==> src/rtl/multicycle_controller.sv <==
// Moore control FSM for the 16-bit accumulator multicycle datapath: sequences
// fetch, decode, memory access, ALU execute and write-back, and drives every strobe/select.
module multicycle_controller (
  input  logic       clk,
  input  logic       reset,
  input  logic [3:0] Op,
  input  logic [8:0] Func,
  input  logic       Zero,
  output logic       AdrSrc,
  output logic       MemWrite,
  output logic       IRWrite,
  output logic       RegWrite,
  output logic       A3Src,
  output logic       PCWrite,
  output logic       OldPCWrite,
  output logic       MDRWrite,
  output logic       ResultSrc,
  output logic [1:0] ALUSrcA,
  output logic [1:0] ALUSrcB,
  output logic [1:0] ImmSrc,
  output logic [1:0] PCSrc,
  output logic [2:0] ALUControl,
  output logic       halted
);

  typedef enum logic [3:0] {
    S_FETCH, S_DECODE, S_MEMRD, S_MEMWB, S_MEMWR, S_JUMP,
    S_BRZ, S_EXEC_R, S_EXEC_I, S_ALUWB, S_HALT
  } state_t;

  state_t state_q, state_d;

  // Op/Func come from IR, which only changes in FETCH, so they stay valid through write-back.
  logic rtype_ok;
  logic is_moveto;
  assign rtype_ok  = (Func[8:7] == 2'b00) && $onehot(Func[6:0]);
  assign is_moveto = (Op == 4'b1000) && (Func == 9'h001);

  always_ff @(posedge clk or negedge reset) begin
    if (!reset) state_q <= S_FETCH;
    else        state_q <= state_d;
  end

  always_comb begin
    state_d = state_q;
    unique case (state_q)
      S_FETCH:  state_d = S_DECODE;
      S_DECODE: begin
        case (Op)
          4'b0000: state_d = S_MEMRD;
          4'b0001: state_d = S_MEMWR;
          4'b0010: state_d = S_JUMP;
          4'b0011: state_d = S_HALT;
          4'b0100: state_d = S_BRZ;
          4'b1000: state_d = rtype_ok ? S_EXEC_R : S_FETCH;
          4'b1100, 4'b1101, 4'b1110, 4'b1111: state_d = S_EXEC_I;
          default: state_d = S_FETCH;
        endcase
      end
      S_MEMRD:  state_d = S_MEMWB;
      S_MEMWB:  state_d = S_FETCH;
      S_MEMWR:  state_d = S_FETCH;
      S_JUMP:   state_d = S_FETCH;
      S_BRZ:    state_d = S_FETCH;
      S_EXEC_R: state_d = S_ALUWB;
      S_EXEC_I: state_d = S_ALUWB;
      S_ALUWB:  state_d = S_FETCH;
      S_HALT:   state_d = S_HALT;
      default:  state_d = S_FETCH;
    endcase
  end

  always_comb begin
    AdrSrc     = 1'b0;
    MemWrite   = 1'b0;
    IRWrite    = 1'b0;
    RegWrite   = 1'b0;
    A3Src      = 1'b0;
    PCWrite    = 1'b0;
    OldPCWrite = 1'b0;
    MDRWrite   = 1'b0;
    ResultSrc  = 1'b0;
    halted     = 1'b0;
    ALUSrcA    = 2'b00;
    ALUSrcB    = 2'b00;
    ImmSrc     = 2'b00;
    PCSrc      = 2'b00;
    ALUControl = 3'b000;
    unique case (state_q)
      S_FETCH: begin
        ALUSrcB    = 2'b01;
        PCWrite    = 1'b1;
        IRWrite    = 1'b1;
        OldPCWrite = 1'b1;
      end
      S_MEMRD: begin
        AdrSrc   = 1'b1;
        MDRWrite = 1'b1;
      end
      S_MEMWB: begin
        RegWrite  = 1'b1;
        ResultSrc = 1'b1;
      end
      S_MEMWR: begin
        AdrSrc   = 1'b1;
        MemWrite = 1'b1;
      end
      S_JUMP: begin
        PCSrc   = 2'b01;
        PCWrite = 1'b1;
      end
      S_BRZ: begin
        ALUSrcA    = 2'b10;
        ALUControl = 3'b101;
        PCSrc      = 2'b10;
        PCWrite    = Zero;
      end
      S_EXEC_R: begin
        ALUSrcA = 2'b10;
        case (Func)
          9'h001:  ALUControl = 3'b101;
          9'h002:  ALUControl = 3'b110;
          9'h004:  ALUControl = 3'b000;
          9'h008:  ALUControl = 3'b001;
          9'h010:  ALUControl = 3'b010;
          9'h020:  ALUControl = 3'b011;
          9'h040:  ALUControl = 3'b100;
          default: ALUControl = 3'b000;
        endcase
      end
      S_EXEC_I: begin
        ALUSrcA    = 2'b10;
        ALUSrcB    = 2'b10;
        ALUControl = {1'b0, Op[1:0]};
      end
      S_ALUWB: begin
        RegWrite = 1'b1;
        A3Src    = is_moveto;
      end
      S_HALT:  halted = 1'b1;
      default: ;
    endcase
    // Reset suppresses every strobe immediately so an aborted instruction writes nothing.
    if (!reset) begin
      AdrSrc     = 1'b0;
      MemWrite   = 1'b0;
      IRWrite    = 1'b0;
      RegWrite   = 1'b0;
      A3Src      = 1'b0;
      PCWrite    = 1'b0;
      OldPCWrite = 1'b0;
      MDRWrite   = 1'b0;
      ResultSrc  = 1'b0;
      halted     = 1'b0;
    end
  end

endmodule

==> config.mk <==
export PLATFORM = sky130hd
export DESIGN_NAME = multicycle_controller
export DESIGN_NICKNAME = d
export VERILOG_FILES = /design/src/rtl/multicycle_controller.sv
export SDC_FILE = /design/constraint.sdc
export NUM_CORES = 1
export LEC_CHECK = 0
export BUFFER_PORTS_ARGS = -buffer_cell sky130_fd_sc_hd__buf_2
export CAP_MARGIN = 5
export CORE_MARGIN = 1
export CORE_UTILIZATION = 53
export CTS_BUF_LIST = sky130_fd_sc_hd__clkbuf_8
export CTS_CLUSTER_DIAMETER = 80
export DETAILED_ROUTE_END_ITERATION = 8
export PLACE_DENSITY = 0.88
export SYNTH_ARGS = -nofsm -noshare
export SYNTH_HDL_FRONTEND = slang
export SYNTH_SLANG_ARGS = --single-unit
export TNS_END_PERCENT = 100
==> constraint.sdc <==
create_clock -name clk -period 4.41 [get_ports clk]
set_input_delay 0.882 -clock clk [delete_from_list [all_inputs] [get_ports clk]]
set_output_delay 0.882 -clock clk [all_outputs]
set_load 0.02 [all_outputs]
### After elaboration in Yosys (flattened, before gate mapping)

Cells that the tools add are included.

* output and inout port bits: 21
* bits in registers: 4
* input bits: 16
* logic and storage cells: 70

* mux-type cells: 26
* eq/ne operators: 26
* $add $sub $neg: 6
* reductions and logical operators: 11

Operators with widths (count)
* == test 4 bit (second input constant): 8
* one-hot mux 4 bit (7 select lines): 1
* == test 4 x 3 -> 1 bit (second input constant): 5
* one-hot mux 4 bit (5 select lines): 1
* one-hot mux 3 bit (6 select lines): 1
* 2-to-1 mux 1 bit: 17
* == test 4 x 2 -> 1 bit (second input constant): 4
* == test 9 x 1 -> 1 bit (second input constant): 1
* == test 9 x 2 -> 1 bit (second input constant): 1
* == test 9 x 4 -> 1 bit (second input constant): 1
* == test 9 x 5 -> 1 bit (second input constant): 1
* == test 9 x 6 -> 1 bit (second input constant): 1
* == test 9 x 7 -> 1 bit (second input constant): 1
* one-hot mux 3 bit (3 select lines): 1
* == test 4 x 1 -> 1 bit (second input constant): 2
* logical NOT 4 bit: 2
* one-hot mux 2 bit (2 select lines): 2
* OR reduction 2 bit: 4
* adder 1 x 1 -> 2 bit: 3
* OR reduction 4 bit: 1
* adder 2 x 1 -> 3 bit: 1
* adder 2 x 2 -> 3 bit: 1
* adder 3 bit: 1
* == test 3 x 1 -> 1 bit (second input constant): 1
* 6 further kinds: 7

### Logic depth before layout (Yosys ltp)

Gate-level depths: netlist (run 1).

* depth after elaboration: 8
* gate-level depth with buffers: 9
* depth with buffers taken out: 9

### Worst setup path after synthesis (run 1)

No wires, ideal clock.

* path kind: input port to flip-flop
* start: input Func[0]
* end: register state_q[0]
* setup time: 0.083 ns
* arrival: 3.244 ns
* slack: 1.083 ns
* path buffers: 0
* stages: 9
* required time: 4.327 ns
* cells stage by stage: inv_1 > fa_1 > fa_1 > fa_1 > inv_1 > fa_1 > nor3_1 > a31oi_1 > o21ai_0

* word-level cells in the longest chain between the ends: 8

Ends and longest elaborated chain
* start: declaration: line 7 `input logic [8:0] Func,`
* adder 1 x 1 -> 2 bit (implied by the code): line 36 `assign rtype_ok = (Func[8:7] == 2'b00) && $onehot(Func[6:0]);`
* adder 2 x 2 -> 3 bit (implied by the code): line 36
* adder 3 bit (implied by the code): line 36
* == test 3 x 1 -> 1 bit: line 36
* logical AND 1 bit: line 36
* 2-to-1 mux 3 bit: line 55 `4'b1000: state_d = rtype_ok ? S_EXEC_R : S_FETCH;`
* one-hot mux 4 bit (7 select lines): line 49 `case (Op)`
* one-hot mux 4 bit (5 select lines): line 46 `unique case (state_q)`
* via state_d[0]: line 31 `state_t state_q, state_d;`
* end signal: assignment: line 41 `else state_q <= state_d;`
* end: declaration: line 31

The timed path passes the listed nets, and every way through them passes these cells.

### Worst setup path in the final report (run 1)

Ends and elaborated chain as after synthesis.

==> results of run 1 <==
## per-stage QoR
step	hold WS [ns]	instance area, µm²	utilization	setup slack [ns]
after floorplan	0.5283	872.1	-	1.083
after global placement	0.7178	988.4	0.6561	0.9122
after detailed placement	0.7273	988.4	0.6561	0.7742
after CTS	0.4940	1030	0.6836	0.9960
after global routing	0.5034	1030	0.6836	0.8194
final	0.4953	1030	0.6836	1.010
## metal layers
layer | vias to the layer above | wire length, µm | GRT usage
met5 | - | 0 | 0
met4 | 0 | 8 | 0.08125
met3 | 3 | 128 | 0.02586
met2 | 36 | 992 | 0.4000
met1 | 424 | 919 | 0.3388
li1 | 453 | - | -
## how the worst max path moves through the flow
stage / from / end / slack, ns / cells past startpoint
2_1_floorplan: Func[0] / state_q[0]$_DFF_PN0_ / 1.08 / 9
3_3_place_gp: Func[0] / state_q[0]$_DFF_PN0_ / 0.91 / 10
3_5_place_dp: Func[0] / state_q[0]$_DFF_PN0_ / 0.77 / 10
4_1_cts: Func[0] / state_q[0]$_DFF_PN0_ / 1.0 / 10
5_1_grt: Func[0] / state_q[0]$_DFF_PN0_ / 0.82 / 10
6_report: Func[0] / state_q[0]$_DFF_PN0_ / 1.01 / 10
## logic make-up (layout without fill, tap and decap cells)
| group | after synthesis | count (layout) | synth area share |
|---|---|---|---|
| flip-flops | 4 | 4 | 0.1158 |
| XOR/XNOR | 3 | 3 | 0.03040 |
| multiplexers | 1 | 1 | 0.01302 |
| buffers and inverters | 26 | 48 | 0.1317 |
| AO/OA/AOI/OAI | 18 | 18 | 0.1563 |
| AND/OR/NAND/NOR | 57 | 57 | 0.4125 |
| adder cells (fa/ha/maj) | 7 | 7 | 0.1360 |
| other | 1 | 3 | 0.004337 |
## power groups by stage
| stage | Clock [mW] | Sequential, mW | Combinational, mW |
|---|---|---|---|
| after floorplan | 0 | 0.0556 | 0.240 |
| after global placement | 0 | 0.103 | 0.242 |
| after detailed placement | 0 | 0.104 | 0.251 |
| after CTS | 0.0808 | 0.104 | 0.252 |
| after global routing | 0.0830 | 0.112 | 0.276 |
| final | 0.0784 | 0.106 | 0.252 |
## cells in the final DEF, fill, tap and decap left out, types with 2 or more instances in the layout
master,Yosys,final
nor2_1,9,9
ha_1,3,3
inv_1,12,12
nor4b_1,7,7
nor4bb_1,2,2
a21oi_1,3,3
clkbuf_8,0,3
nor4_1,2,2
a211oi_1,2,2
nor2b_1,4,4
o21ai_0,2,2
nor3_1,6,6
a22oi_1,2,2
nand2b_1,6,6
buf_2,1,33
nand2_1,7,7
dfrtp_1,4,4
conb_1,1,3
a31oi_1,2,2
fa_1,4,4
xor2_1,2,2
nor3b_1,2,2
## worst max-delay path, cell delays in order
cell and delay [ns]:
buf_2 0.09, inv_1 0.08, fa_1 0.55, fa_1 0.45, fa_1 0.41, inv_1 0.09
fa_1 0.40, nor3_1 0.31, a31oi_1 0.12, o21ai_0 0.15
## layout make-up
class | instances | area (µm²)
clock buffers | 3 | 41.29
inverters | 12 | 45.04
multi-input cells | 89 | 658.1
flip-flops and latches | 4 | 100.1
repair buffers | 33 | 165.2
well taps | 16 | 20.02
fillers | 139 | 476.7
==> impl_metrics.json, run 1 <==
{
  "regMostFlops": "state_q",
  "drive_gt1_frac": 0.2979,
  "dpl.cell_count": 154,
  "synth_area_leaders": "dfrtp_1, fa_1, nor4b_1, inv_1, ha_1",
  "cts_buffers": 3,
  "root_buffer": "clkbuf_8",
  "io_pins": 37,
  "viasPerCell": 5.834,
  "hold_viol": 0,
  "clockBufferDepth": 2,
  "die_h_um": 42.39,
  "synth_top_area_frac": 0.1158,
  "skew_ns": 0.004028,
  "wl_per_cell_um": 13.05,
  "instances_no_fill": 157,
  "routed_wl_um": 2049,
  "synth_ff_type": "dfrtp_1",
  "pwr-share-comb": 0.577,
  "first_iter_violations": 21,
  "synthToLayoutAreaGrowth_pct": 19.10,
  "drcViolationCount": 0,
  "internal-power_mw": 0.2147,
  "antenna_found_initial": 0,
  "cts_hold_buf": 0,
  "clkPwrFrac": 0.180,
  "power_mw": 0.4369,
  "critical_path_class": "in -> reg",
  "synth.avg_cell_area_um2": 7.390,
  "maxSlewViolCount": 0,
  "drtAntennaViolNets": 0,
  "antennaDiodeCount": 0,
  "crit_arrival_ns": 3.53,
  "fin_nets": 166,
  "hold_path_class": "in -> async",
  "yosys.area.top_type": "dfrtp_1",
  "htree_levels": 1,
  "worstReg2RegStart": "state_q[0]$_DFF_PN0_",
  "top_regs": "state_q: 4 flops",
  "maxCapViolations": 0,
  "fin_setup_tns_ns": 0,
  "run_status": "finished clean",
  "grt-ovfl-total": 0,
  "design.core.area_um2": 1506,
  "ff2ff_setup_slack_ns": 2.73,
  "async_flop_share": 1.000,
  "largest_reg_flops": 4,
  "p_seq_frac": 0.243,
  "p_leak_nw": 0.4882,
  "drtPass1Iterations": 4,
  "r2r_cells": 3,
  "yosysMostFrequentCell": "inv_1",
  "postCtsSetupBuffers": 0,
  "setup_violations": 0,
  "worstPathRequired_ns": 4.54,
  "synth_edf_count": 0,
  "grt_use_total": 0.2455,
  "vias": 916,
  "relSlewSlack": 0.5654,
  "yosysUniqueCellTypes": 45,
  "initial_core_util": 0.5739,
  "cp-end-kind": "register",
  "grt_max_degree": 21,
  "die_w_um": 42.39,
  "rsz0062_at_grt": "no",
  "fp-row-count": 14,
  "ir_drop_mv": 0.2681,
  "reg2reg_to": "state_q[1]$_DFF_PN0_",
  "p_sw_mw": 0.2222,
  "ys_seq_area_frac": 0.1158,
  "grt_pass1_vias": 799,
  "fin_crit_sh": 0.7710,
  "clk_pin_slew_ns": 0.03,
  "detailed_place_hpwl_um": 1594,
  "numClockSinks": 4,
  "swShare": 0.5087,
  "syn_area_um2": 864.6,
  "ys_ff_latch": 4,
  "ys_top_cells_by_count": "inv_1, nor2_1, clkbuf_1, nand2_1, nor4b_1",
  "p_per_area_nw_per_um2": 424.3,
  "crit_fanout": 3,
  "synth_cells": 117,
  "worstMarginPinSlew_ns": 0.6428,
  "fmax_ghz": 0.2941,
  "ys_warn_count": 0,
  "startpoint_type": "input port",
  "gp_congestion": 0.8608,
  "die_area_um2": 1797,
  "cts_tree": "built",
  "worstSkewPairLatency_ns": 0.22,
  "portBuffers": 33,
  "period_minus_slack_ns": 3.400,
  "grt_pass1_wl_um": 3408,
  "cts_resized": 0
}
No activity file was read; power rests on OpenSTA's default activity.
==> run 2: changes to the inputs <==
- ABC_AREA: unset -> 1
- CORE_UTILIZATION: 53 -> 47
- PLACE_DENSITY: 0.88 -> 0.81
- clock period: 4.41 -> 3.16 ns (I/O delays scaled with it)
==> run 2 against run 1 <==
- worst setup slack worse by 0.87 ns
- combinational power up 33%
- largest cell class unchanged
- highest routed layer unchanged
- flip-flop and latch count unchanged
- sequential power down 11%
- largest power group unchanged
- register-to-register slack worse by 0.77 ns
- sequential share of layout area up 0.30 points
==> impl_metrics.json, run 2 <==
{
  "run_status": "finished clean",
  "grt_max_degree": 8,
  "initial_core_util": 0.5066,
  "grt_use_total": 0.2261,
  "synth_ff_type": "dfrtp_1",
  "fmax_ghz": 0.3307,
  "detailed_place_hpwl_um": 1639,
  "first_iter_violations": 33,
  "critPathSlowestCell": "fa_1",
  "hold_path_class": "in -> async",
  "yosysUniqueCellTypes": 21,
  "viasPerCell": 4.979,
  "clk_pin_slew_ns": 0.04,
  "top_regs": "state_q: 4 flops",
  "io_pins": 37,
  "setup_violations": 0,
  "worstReg2RegStart": "state_q[3]$_DFF_PN0_",
  "postCtsSetupBuffers": 0,
  "fin_crit_sh": 0.9569,
  "ys_seq_area_frac": 0.1297,
  "synth_cells": 135,
  "grt_pass1_wl_um": 3098,
  "crit_arrival_ns": 3.18,
  "htree_levels": 1,
  "gp_congestion": 0.8922,
  "startpoint_type": "input port",
  "vias": 936,
  "antennaDiodeCount": 0,
  "clockBufferDepth": 2,
  "drtPass1Iterations": 5,
  "worstPathRequired_ns": 3.32,
  "hold_viol": 0,
  "cts_buffers": 3,
  "p_leak_nw": 0.6479,
  "maxSlewViolCount": 0,
  "power_mw": 0.5427,
  "drive_gt1_frac": 0.2907,
  "ff2ff_setup_slack_ns": 1.96,
  "r2r_cells": 6,
  "grt-ovfl-total": 0,
  "cts_hold_buf": 0,
  "fp-row-count": 14,
  "synth_edf_count": 0,
  "crit_path_frequent_cell": "fa_1",
  "path_cells": "buf_2 -> inv_1 -> fa_1 -> fa_1 -> fa_1 -> inv_1 -> fa_1 -> nor3_1 -> nand3_1 -> nand3b_1 -> nand2_1 -> inv_1",
  "reg2reg_to": "state_q[3]$_DFF_PN0_",
  "ys_top_cells_by_count": "nand2_1, inv_1, nor2_1, nand3_1",
  "synth_area_leaders": "nand2_1, inv_1, dfrtp_1, nor2_1, fa_1",
  "maxCapViolations": 0,
  "period_minus_slack_ns": 3.024,
  "portBuffers": 33,
  "wl_per_cell_um": 10.16,
  "cts_resized": 0,
  "drcViolationCount": 0,
  "fin_nets": 197,
  "design.core.area_um2": 1524,
  "synthToLayoutAreaGrowth_pct": 29.34,
  "root_buffer": "clkbuf_8",
  "dpl.cell_count": 185,
  "p_per_area_nw_per_um2": 543.5,
  "antenna_found_initial": 0,
  "die_area_um2": 1809,
  "layout_common_cells": "nand2_1, buf_2, inv_1, nor2_1, nand3_1",
  "largest_reg_flops": 4,
  "grt_pass1_vias": 799,
  "ys_warn_count": 0,
  "post-route-util": 0.6552,
  "numClockSinks": 4,
  "rsz0062_at_grt": "no",
  "worstSkewPairLatency_ns": 0.23,
  "cts_tree": "built",
  "layout_commonest_cell": "nand2_1",
  "fin_setup_tns_ns": 0,
  "yosys.area.top_type": "nand2_1",
  "yosysMostFrequentCell": "nand2_1",
  "instances_no_fill": 188,
  "cp-end-kind": "register",
  "ys_ff_latch": 4,
  "die_w_um": 42.53,
  "skew_ns": 0.005463,
  "synth_top_area_frac": 0.1653,
  "die_h_um": 42.53,
  "synth.avg_cell_area_um2": 5.718,
  "ir_drop_mv": 0.4930,
  "crit_path_max_incr_delay_ns": 0.55,
  "syn_area_um2": 772.0,
  "regMostFlops": "state_q",
  "crit_fanout": 3,
  "critical_path_class": "in -> reg",
  "routed_wl_um": 1911,
  "drtAntennaViolNets": 0,
  "async_flop_share": 1.000
}
==> run 2: cells by family after synthesis <==
group / after synthesis / share of synthesized area
simple gates: 82 / 0.4765
buf+inv: 36 / 0.1945
fa+ha+maj: 7 / 0.1524
compound gates: 5 / 0.04214
flops: 4 / 0.1297
other cells: 1 / 0.004858
==> run 2: layout make-up <==
| class | count | area [µm²] |
|---|---|---|
| well taps | 16 | 20.02 |
| repair buffers | 36 | 187.7 |
| clock buffers | 3 | 41.29 |
| fillers | 144 | 525.5 |
| flip-flops and latches | 4 | 100.1 |
| multi-input cells | 97 | 529.3 |
| inverters | 32 | 120.1 |
==> run 2: worst max-delay path by stage <==
| stage | startpoint | end | slack [ns] |
|---|---|---|---|
| final | Func[0] | state_q[2]$_DFF_PN0_ | 0.14 |
| after global routing | Func[0] | state_q[1]$_DFF_PN0_ | 0.005 |
| after CTS | Func[0] | state_q[2]$_DFF_PN0_ | 0.14 |
| after detailed placement | Func[0] | state_q[2]$_DFF_PN0_ | -0.10 |
| after global placement | Func[0] | state_q[2]$_DFF_PN0_ | -0.03 |
| after floorplan | Func[0] | state_q[2]$_DFF_PN0_ | 0.15 |
==> run 2: per-stage QoR <==
| step | hold slack, ns | cell area, µm² | setup WS, ns |
|---|---|---|---|
| 2_1_floorplan | 0.3364 | 779.5 | 0.1452 |
| 3_3_place_gp | 0.4589 | 957.2 | -0.02875 |
| 3_5_place_dp | 0.4593 | 957.2 | -0.1039 |
| 4_1_cts | 0.2246 | 998.5 | 0.1372 |
| 5_1_grt | 0.2308 | 998.5 | 0.004645 |
| 6_report | 0.2259 | 998.5 | 0.1361 |
==> run 2: routing by layer <==
metal | share of wire | global-route usage
met3 | 0.080 | 0.03017
met1 | 0.38 | 0.2661
met4 | 0.014 | 0.1063
met2 | 0.53 | 0.4000
met5 | 0 | 0
==> run 2: where the power goes <==
| part | switching, mW | internal, mW | total [mW] | leakage [nW] |
|---|---|---|---|---|
| Sequential | 0.0228 | 0.0719 | 0.0947 | 0.0523 |
| Combinational | 0.229 | 0.107 | 0.335 | 0.574 |
| Clock | 0.0309 | 0.0816 | 0.113 | 0.0216 |
| Total | 0.283 | 0.260 | 0.543 | 0.648 |
==> run 2: critical path, delay by kind of cell <==
kind / cells / cell delay (ns)
buf+inv: 4 / 0.29
fa+ha+maj: 4 / 1.78
simple gates: 4 / 0.48
==> run 3: changes to the inputs <==
- CORE_UTILIZATION: 47 -> 30
- PLACE_DENSITY: 0.81 -> unset
==> run 3 against run 2 <==
- fmax shrank 0.81%
- via count shrank 5.1%
- register-to-register slack is essentially flat
- worst setup slack lost 0.025 ns
- final cell count grew 8.0%
- core utilization shrank 24 points
- sequential power is essentially flat
- critical path depth is the same
- combinational power grew 3%
- clock-buffer cell count is the same
- flip-flop and latch count is the same
- total power is essentially flat
- critical endpoint unchanged
- highest routed layer is now met3
==> impl_metrics.json, run 3 (synthesized netlist as in run 2, its figures left out) <==
{
  "run_status": "finished clean",
  "clk_pin_slew_ns": 0.03,
  "pwr-share-comb": 0.635,
  "ir_drop_mv": 0.3891,
  "layout_commonest_cell": "nand2_1",
  "instances_no_fill": 203,
  "cp-end-kind": "register",
  "maxSlewViolCount": 0,
  "ff2ff_setup_slack_ns": 1.95,
  "p_seq_frac": 0.174,
  "period_minus_slack_ns": 3.049,
  "worstSkewPairLatency_ns": 0.21,
  "drive_gt1_frac": 0.3006,
  "dpl.cell_count": 200,
  "path_cells": "buf_2 -> inv_1 -> fa_1 -> fa_1 -> fa_1 -> inv_1 -> fa_1 -> nor3_2 -> nand3_1 -> nand3b_1 -> nand2_1 -> inv_1",
  "critical_path_class": "in -> reg",
  "cts_tree": "built",
  "p_sw_mw": 0.2801,
  "root_buffer": "clkbuf_8",
  "drtAntennaViolNets": 0,
  "regMostFlops": "state_q",
  "first_iter_violations": 15,
  "skew_ns": 0.002280,
  "io_pins": 37,
  "grt-ovfl-total": 0,
  "die_area_um2": 2780,
  "fin_nets": 198,
  "rsz0062_at_grt": "no",
  "regArea_um2": 100.1,
  "hold_path_class": "in -> async",
  "grt_max_degree": 8,
  "hold_viol": 0,
  "antenna_found_initial": 0,
  "clockBufferDepth": 2,
  "fin_crit_sh": 0.9648,
  "p_per_area_nw_per_um2": 527.2,
  "vias": 888,
  "crit_fanout": 3,
  "grt_pass1_wl_um": 3125,
  "crit_arrival_ns": 3.20,
  "clkPwrFrac": 0.191,
  "drcViolationCount": 0,
  "portBuffers": 33,
  "multi_input_area_um2": 534.3,
  "worstReg2RegStart": "state_q[1]$_DFF_PN0_",
  "crit_path_frequent_cell": "fa_1",
  "layout_common_cells": "nand2_1, buf_2, inv_1, nor2_1, nand3_1",
  "worstPathRequired_ns": 3.31,
  "r2r_cells": 5,
  "postCtsSetupBuffers": 0,
  "cts_buffers": 3,
  "detailed_place_hpwl_um": 1683,
  "htree_levels": 1,
  "fmax_ghz": 0.3280,
  "initial_core_util": 0.3145,
  "critPathSlowestCell": "fa_1",
  "design.core.area_um2": 2455,
  "fillers": 285,
  "routed_wl_um": 1924,
  "die_w_um": 52.73,
  "numClockSinks": 4,
  "gp_congestion": 0.8567,
  "antennaDiodeCount": 0,
  "die_h_um": 52.73,
  "grt_pass1_vias": 762,
  "top_regs": "state_q: 4 flops",
  "internal-power_mw": 0.2621,
  "grt_use_total": 0.1490,
  "p_leak_nw": 0.6537,
  "reg2reg_to": "state_q[3]$_DFF_PN0_",
  "viasPerCell": 4.374,
  "fp-row-count": 18,
  "startpoint_type": "input port",
  "maxCapViolations": 0,
  "setup_violations": 0,
  "drtPass1Iterations": 4,
  "holdWs_ns": 0.2357,
  "largest_reg_flops": 4,
  "synthToLayoutAreaGrowth_pct": 33.23,
  "wl_per_cell_um": 9.478,
  "swShare": 0.5166,
  "power_mw": 0.5422,
  "crit_path_max_incr_delay_ns": 0.57
}
==> run 3: critical path: cells and delay by family <==
kind          cells  cell delay [ns]
fa+ha+maj         4             1.79
simple gates      4             0.49
buf+inv           4             0.28
==> run 3: metrics by stage <==
step / cell area [µm²] / setup WS (ns) / util / setup TNS (ns)
3_5_place_dp: 982.2 / -0.1220 / 0.4001 / -0.3233
6_report: 1028 / 0.1114 / 0.4190 / 0
5_1_grt: 1028 / 0.02341 / 0.4190 / 0
4_1_cts: 1023 / 0.08770 / 0.4169 / 0
2_1_floorplan: 779.5 / 0.1452 / - / 0
3_3_place_gp: 982.2 / -0.07592 / 0.4001 / -0.1668
==> run 3: worst max path at each step <==
stage | startpoint | end | slack, ns | cells past startpoint
detailed placement | Func[0] | state_q[2]$_DFF_PN0_ | -0.12 | 12
CTS | Func[0] | state_q[2]$_DFF_PN0_ | 0.09 | 12
global placement | Func[0] | state_q[2]$_DFF_PN0_ | -0.08 | 12
floorplan | Func[0] | state_q[2]$_DFF_PN0_ | 0.15 | 11
finish | Func[3] | state_q[2]$_DFF_PN0_ | 0.11 | 12
global route | Func[3] | state_q[2]$_DFF_PN0_ | 0.02 | 12
==> run 3: per-layer routing <==
layer / routed length [µm] / track usage
met1: 874 / 0.1930
met2: 989 / 0.2616
met4: 0 / 0.02632
met5: 0 / 0
met3: 60 / 0.02029
==> run 3: final cells by class <==
| class | count | share of cell area |
|---|---|---|
| tap | 30 | 0.03650 |
| clock buffer | 3 | 0.04015 |
| sequential | 4 | 0.09732 |
| timing repair buffer | 37 | 0.1898 |
| inverter | 32 | 0.1168 |
| multi-input combinational | 97 | 0.5195 |
==> run 3: what timing repair did <==
item / in CTS / in global routing
hold endpoints to repair: 0 / 0
setup endpoints to repair: 0 / 3
gates resized for setup: 0 / 1
hold buffers: 0 / 0
==> run 3: power by group through the flow <==
stage	Clock, mW	Combinational, mW	Sequential [mW]
2_1_floorplan	0	0.246	0.0901
3_3_place_gp	0	0.333	0.0924
3_5_place_dp	0	0.339	0.0941
4_1_cts	0.108	0.343	0.0940
5_1_grt	0.112	0.390	0.0986
6_report	0.104	0.344	0.0945
